===== config.mk =====
export PLATFORM = sky130hd
export DESIGN_NAME = cnn_mac_seq
export DESIGN_NICKNAME = d
export VERILOG_FILES = /design/src/rtl/cnn_mac_seq_pkg.sv /design/src/rtl/cnn_mac_mul_12s_7s.sv /design/src/rtl/cnn_mac_seq.sv
export SDC_FILE = /design/constraint.sdc
export NUM_CORES = 1
export LEC_CHECK = 0
export ABC_AREA = 1
export BUFFER_PORTS_ARGS = -buffer_cell sky130_fd_sc_hd__clkbuf_2
export CAP_MARGIN = 40
export CORE_ASPECT_RATIO = 0.6
export CORE_MARGIN = 2
export CORE_UTILIZATION = 34
export CTS_CLUSTER_DIAMETER = 80
export DETAILED_ROUTE_END_ITERATION = 8
export PLACE_DENSITY = 0.5
export SETUP_SLACK_MARGIN = 0.02
export SKIP_LAST_GASP = 1
export SYNTH_ARGS = -nofsm -noshare
export SYNTH_HDL_FRONTEND = slang
export SYNTH_SLANG_ARGS = --single-unit

===== constraint.sdc =====
create_clock -name ap_clk -period 9.2 [get_ports ap_clk]
set_clock_uncertainty 0.15 [all_clocks]
set_input_delay 1.84 -clock ap_clk [delete_from_list [all_inputs] [get_ports ap_clk]]
set_output_delay 1.84 -clock ap_clk [all_outputs]
set_load 0.02 [all_outputs]

===== src/rtl/cnn_mac_seq_pkg.sv =====
// Shared definitions for the CNN MAC sequencer: Q-format widths, tap limit,
// FSM state encoding and the packed result record of the output stage.
package cnn_mac_seq_pkg;

    localparam int FRAC_BITS = 6;   // Q6.6 pixels and result, Q1.6 weights
    localparam int DATA_W    = 12;  // pixel / bias / result width
    localparam int WGT_W     = 7;   // weight width
    localparam int PROD_W    = 20;  // full-precision product, Q.12
    localparam int MAX_TAPS  = 25;  // 5x5 kernel

    typedef enum logic [1:0] {
        IDLE  = 2'd0,
        FETCH = 2'd1,
        DRAIN = 2'd2,
        OUT   = 2'd3
    } state_t;

    typedef struct packed {
        logic                     ovf;
        logic signed [DATA_W-1:0] val;
    } result_t;

endpackage


===== src/rtl/cnn_mac_mul_12s_7s.sv =====
// Registered signed 12x7 multiplier with one cycle of latency; the single
// output register is meant to land inside the DSP slice.
module cnn_mac_mul_12s_7s
    import cnn_mac_seq_pkg::*;
(
    input  logic                     clk,
    input  logic signed [DATA_W-1:0] a,
    input  logic signed [WGT_W-1:0]  b,
    output logic signed [PROD_W-1:0] p
);

    // Product register, no reset: pure datapath.
    always_ff @(posedge clk) begin
        p <= PROD_W'(a) * PROD_W'(b);
    end

endmodule


===== src/rtl/cnn_mac_seq.sv =====
// Sequential multiply-accumulate for one CNN output pixel: streams up to
// MAX_TAPS pixel/weight pairs from two latency-1 memories, accumulates the
// Q.12 products, adds the bias, rescales to Q6.6, applies optional ReLU and
// saturates. Block-level ap_start/ap_done handshake.
module cnn_mac_seq #(
    parameter int MAX_TAPS = cnn_mac_seq_pkg::MAX_TAPS,
    parameter int ACC_W    = 26
) (
    input  logic               ap_clk,
    input  logic               ap_rst_n,
    input  logic               ap_start,
    output logic               ap_done,
    output logic               ap_idle,
    output logic               ap_ready,
    input  logic [4:0]         n_taps,
    input  logic               relu_en,
    input  logic signed [11:0] bias,
    output logic [4:0]         x_address0,
    output logic               x_ce0,
    input  logic signed [11:0] x_q0,
    output logic [4:0]         w_address0,
    output logic               w_ce0,
    input  logic signed [6:0]  w_q0,
    output logic signed [11:0] ap_return,
    output logic               ovf
);

    import cnn_mac_seq_pkg::*;

    // Bias is added one bit wider than the accumulator, then the fraction is dropped.
    localparam int SUM_W = ACC_W + 1;
    localparam int R_W   = SUM_W - FRAC_BITS;
    localparam logic signed [R_W-1:0] R_MAX = R_W'((2 ** (DATA_W - 1)) - 1);
    localparam logic signed [R_W-1:0] R_MIN = R_W'(-(2 ** (DATA_W - 1)));

    state_t                    state, state_nxt;
    logic [4:0]                n_clamp, n_eff_r, tap_cnt;
    logic                      drain_cnt;
    logic                      start_acc, last_drain;
    logic                      vld_p0, vld_p1, vld_p2;
    logic                      relu_r;
    logic signed [DATA_W-1:0]  bias_r;
    logic signed [PROD_W-1:0]  prod_p2;
    logic signed [ACC_W-1:0]   acc, acc_nxt;
    result_t                   res;

    // Q.12 accumulator plus Q6.6 bias, floored back to Q6.6 (still unsaturated).
    function automatic logic signed [R_W-1:0] scale_q12(
        input logic signed [ACC_W-1:0]  a,
        input logic signed [DATA_W-1:0] b
    );
        logic signed [SUM_W-1:0] s;
        s = SUM_W'(a) + (SUM_W'(b) <<< FRAC_BITS);
        return R_W'(s >>> FRAC_BITS);
    endfunction

    // Optional ReLU, then clamp to the Q6.6 range; ovf flags a clamp that changed the value.
    function automatic result_t relu_sat(
        input logic signed [R_W-1:0] r_in,
        input logic                  relu
    );
        logic signed [R_W-1:0] r;
        result_t               o;
        r     = (relu && (r_in < 0)) ? '0 : r_in;
        o.ovf = 1'b0;
        o.val = r[DATA_W-1:0];
        if (r > R_MAX) begin
            o.val = R_MAX[DATA_W-1:0];
            o.ovf = 1'b1;
        end else if (r < R_MIN) begin
            o.val = R_MIN[DATA_W-1:0];
            o.ovf = 1'b1;
        end
        return o;
    endfunction

    assign n_clamp    = (n_taps > 5'(MAX_TAPS)) ? 5'(MAX_TAPS) : n_taps;
    assign start_acc  = (state == IDLE) && ap_start;
    assign last_drain = (state == DRAIN) && drain_cnt;

    // Stage p0: address issue, tap k in cycle 1+k.
    assign vld_p0     = (state == FETCH);
    assign x_ce0      = vld_p0;
    assign w_ce0      = vld_p0;
    assign x_address0 = vld_p0 ? tap_cnt : '0;
    assign w_address0 = vld_p0 ? tap_cnt : '0;

    // Stage p1 -> p2: memory data valid, product registered at the end of the cycle.
    cnn_mac_mul_12s_7s u_mul (
        .clk (ap_clk),
        .a   (x_q0),
        .b   (w_q0),
        .p   (prod_p2)
    );

    // Stage p2 -> accumulator; result computed from the value about to be stored.
    assign acc_nxt = vld_p2 ? (acc + ACC_W'(prod_p2)) : acc;
    assign res     = relu_sat(scale_q12(acc_nxt, bias_r), relu_r);

    // Next-state and handshake decode.
    always_comb begin
        state_nxt = state;
        ap_idle   = 1'b0;
        ap_done   = 1'b0;
        ap_ready  = 1'b0;
        case (state)
            IDLE: begin
                ap_idle = 1'b1;
                if (ap_start) state_nxt = (n_clamp == 5'd0) ? DRAIN : FETCH;
            end
            FETCH: if (tap_cnt == (n_eff_r - 5'd1)) state_nxt = DRAIN;
            DRAIN: if (drain_cnt) state_nxt = OUT;
            OUT: begin
                ap_done   = 1'b1;
                ap_ready  = 1'b1;
                state_nxt = IDLE;
            end
            default: state_nxt = IDLE;
        endcase
    end

    // Control state: FSM, tap and drain counters, valid pipeline, tap count.
    always_ff @(posedge ap_clk or negedge ap_rst_n) begin
        if (!ap_rst_n) begin
            state     <= IDLE;
            tap_cnt   <= '0;
            drain_cnt <= 1'b0;
            vld_p1    <= 1'b0;
            vld_p2    <= 1'b0;
            n_eff_r   <= '0;
        end else begin
            state     <= state_nxt;
            tap_cnt   <= (state == FETCH) ? (tap_cnt + 5'd1) : 5'd0;
            drain_cnt <= (state == DRAIN) ? ~drain_cnt : 1'b0;
            vld_p1    <= vld_p0;
            vld_p2    <= vld_p1;
            if (start_acc) n_eff_r <= n_clamp;
        end
    end

    // Per-operation settings captured at start.
    always_ff @(posedge ap_clk) begin
        if (start_acc) begin
            relu_r <= relu_en;
            bias_r <= bias;
        end
    end

    // Accumulator, cleared at every start.
    always_ff @(posedge ap_clk or negedge ap_rst_n) begin
        if (!ap_rst_n)      acc <= '0;
        else if (start_acc) acc <= '0;
        else                acc <= acc_nxt;
    end

    // Output register, loaded on entry to OUT and held until the next operation's OUT.
    always_ff @(posedge ap_clk or negedge ap_rst_n) begin
        if (!ap_rst_n) begin
            ap_return <= '0;
            ovf       <= 1'b0;
        end else if (last_drain) begin
            ap_return <= res.val;
            ovf       <= res.ovf;
        end
    end

endmodule


==> results.md <==
* Initial antenna violation count at 0
* Unrepaired setup endpoints after global routing: no
* Sequential cell area at around 0.0021 mm^2
* H-tree levels at 3
* Mean Syn Cell Area at 7.43 um^2
* WS Path Type: input pin to register
* Die span in y at 130 um
* Cell count after synthesis at around 1,200
* Post-CTS Hold Buffers at 0
* Critical path's most frequent cell: fa_1
* DIE AREA at 0.0278 mm^2
* CP startpoint kind: input pin
* Min cycle time layout at around 6.2 ns
* Fin. Hold Viols at 0
* Root Buffer Master: clkbuf_16
* Top post-synthesis cells by area: dfrtp_1, fa_1, nand2_1, ha_1, inv_1
* Number of iterations in the first detailed-routing pass at 5
* Number of global-route vias before repair at between 7,000 and 8,000
* Area share of the largest cell type after synthesis at 15.0%
* Count of buffers from port buffering at 67
* Mapped Area at between 0.008 and 0.009 mm^2
* Ys async rst share at around 63%
* Max-slew violation count at 0
* CTS tree: yes
* Outcome: completed
* CP Depth at 19
* Worst Hold Class: register to register
* Total grt overflow at 0
* DR DRC count at 0
* Via count at around 7,500
* Max Freq at about 0.16 GHz
* Routed WL at between 20,000 and 25,000 um
* Post-Syn Nets at ~1,400
* Crit-path cells: clkbuf_2, inv_1, or2_2, fa_1, inv_1, fa_1, fa_1, fa_1, ha_1, inv_1, nor3_1, nand2_1, o211ai_1, a31oi_1, o21ai_0, nand2_1, nor2_1, nor2_1, xnor2_1
* Total CTS buffers at 9
* CP peak stage delay at about 0.53 ns
* Number of nets in the layout at ~1,500
* ANT cells at 0
* I/O Pins at 68
* 1st-iter DRT viols at 522
* Required @ worst endpoint at ~9.3 ns
* Setup-failing EPs final at 0
* Relative slew slack at between 40% and 50%
* Dpl hpwl at about 18,000 um
* Crit. End Element: register
* Postcts setup bufs at 0
* Initial Util at 34.4%
* Clk buf depth at 2
* Clk_lat worst skew at approximately 0.35 ns
* Gpl congestion at ~0.88
* Count leader, synth: nand2_1
* Arrival @ worst endpoint at around 6.3 ns
* Max_cap viols at 0
* Netlist cell types at 39
* Largest net degree at the start of global routing at 55
* Post-CTS resize count at 0
* Fill count at 2,770
* Area of the multi-input gates at approximately 0.0059 mm^2
* Area of the core at 0.0262 mm^2
* Reg2Reg Depth at 23
* Die W at ~210 um
* Fin crit share at slightly below 70%
* Clk slew on worst S/H paths at about 0.070 ns
* Register bit total from synthesis at 86
* Worst-path fanout max at 13
* Routed WL per cell at 13.5 um
* Post-route ant nets at 0
* Layout area overhead at 10.5%
* Number of synthesized flops with an enable pin at 13
* Hold Path Depth at 0
* Sink Count at 86
* Setup TNS at 0 ns
* Layout cells sized above 1 at 10.5%
* WP buf/inv at 4
* Most used DFF post-synth: dfrtp_1
* # rows at 46
* Global-route wire length before repair at 37,100 um
* Synth top cells by count: nand2_1, inv_1, ha_1
* Slowest-stage cell, CP: fa_1
* Total GRT Usage at about 17%
* Area leader, netlist: dfrtp_1
* Sequential area share after synthesis at between 20% and 30%
* Critical path's top delay family: adder cells
* Ys Warns at 0
* Worst-margin pin slew at between 0.8 and 0.9 ns
* Via density per instance at 4.58
-- final timing paths --
path	from	slack, ns	endpoint
max in group asynchronous	ap_rst_n	6.89	acc[6]
min	vld_p1	0.20	vld_p2
min reg2reg	vld_p1	0.20	vld_p2
max	w_q0[6]	2.98	u_mul.p[18]
min in group asynchronous	ap_rst_n	1.49	acc[24]
max reg2reg	acc[0]	3.84	ovf
-- cells in the final DEF (no fill, tap or decap), types with 9 or more instances in the layout --
master     synthesis  layout
a21oi_2           12      12
inv_1            221     221
xnor2_1           22      22
nand4_1           10      10
clkbuf_2           0      67
nor2_1            82      82
or2_2             21      21
a21oi_1           76      76
dfxtp_1           19      19
ha_1              89      89
dfrtp_1           54      54
nand3_1           49      49
o21ai_0           37      37
edfxtp_1          13      13
fa_1              66      66
xor2_1            27      27
nand2_1          329     329
clkbuf_16          0       9
-- sequential cells by signal, summed over array words and instances, names as in the netlist --
register and cells:
acc 26, ap_return 12, bias_r 12, drain_cnt 1, n_eff_r 5, ovf 1, relu_r 1, state 2
tap_cnt 5, u_mul.p 19, vld_p1 1, vld_p2 1
-- through the flow --
stage | hold slack [ns] | cells | setup WS (ns) | instance area, um^2 | util, %
floorplan | 0.181 | 1212 | 3.04 | 9000 | -
global placement | 0.186 | 1616 | 2.70 | 9670 | 36.9
detailed placement | 0.200 | 1616 | 2.64 | 9670 | 36.9
CTS | 0.217 | 1632 | 3.00 | 9940 | 38.0
global route | 0.231 | 1632 | 2.63 | 9940 | 38.0
finish | 0.205 | 1632 | 2.98 | 9940 | 38.0
-- metal layers --
layer / GRT usage (%) / routed length [um] / up-vias
met5: 0 / 0 / -
li1: - / - / 3895
met3: 3.78 / 1370 / 12
met1: 27.7 / 12800 / 3413
met2: 21.4 / 7790 / 152
met4: 2.84 / 178 / 0
-- cell type report --
type,count,area share (%)
clock buffers,10,2.30
inverters,225,8.49
multi-input cells,875,59.3
well taps,360,4.53
flip-flops and latches,86,21.3
repair buffers,70,3.60
clock inverters,6,0.478
-- cell families after synthesis --
family	after synthesis	share of synthesized area, %
buffers and inverters	251	10.9
DFF	86	23.6
AOI/OAI and AO/OA	148	9.22
adders and majority gates	155	27.1
xor gates and xnor gates	49	4.77
and+or+nand+nor	523	24.4
Power is left out: the tool's default activity adds up to more than one toggle a clock period on the data nets, which glitch-free logic cannot reach.
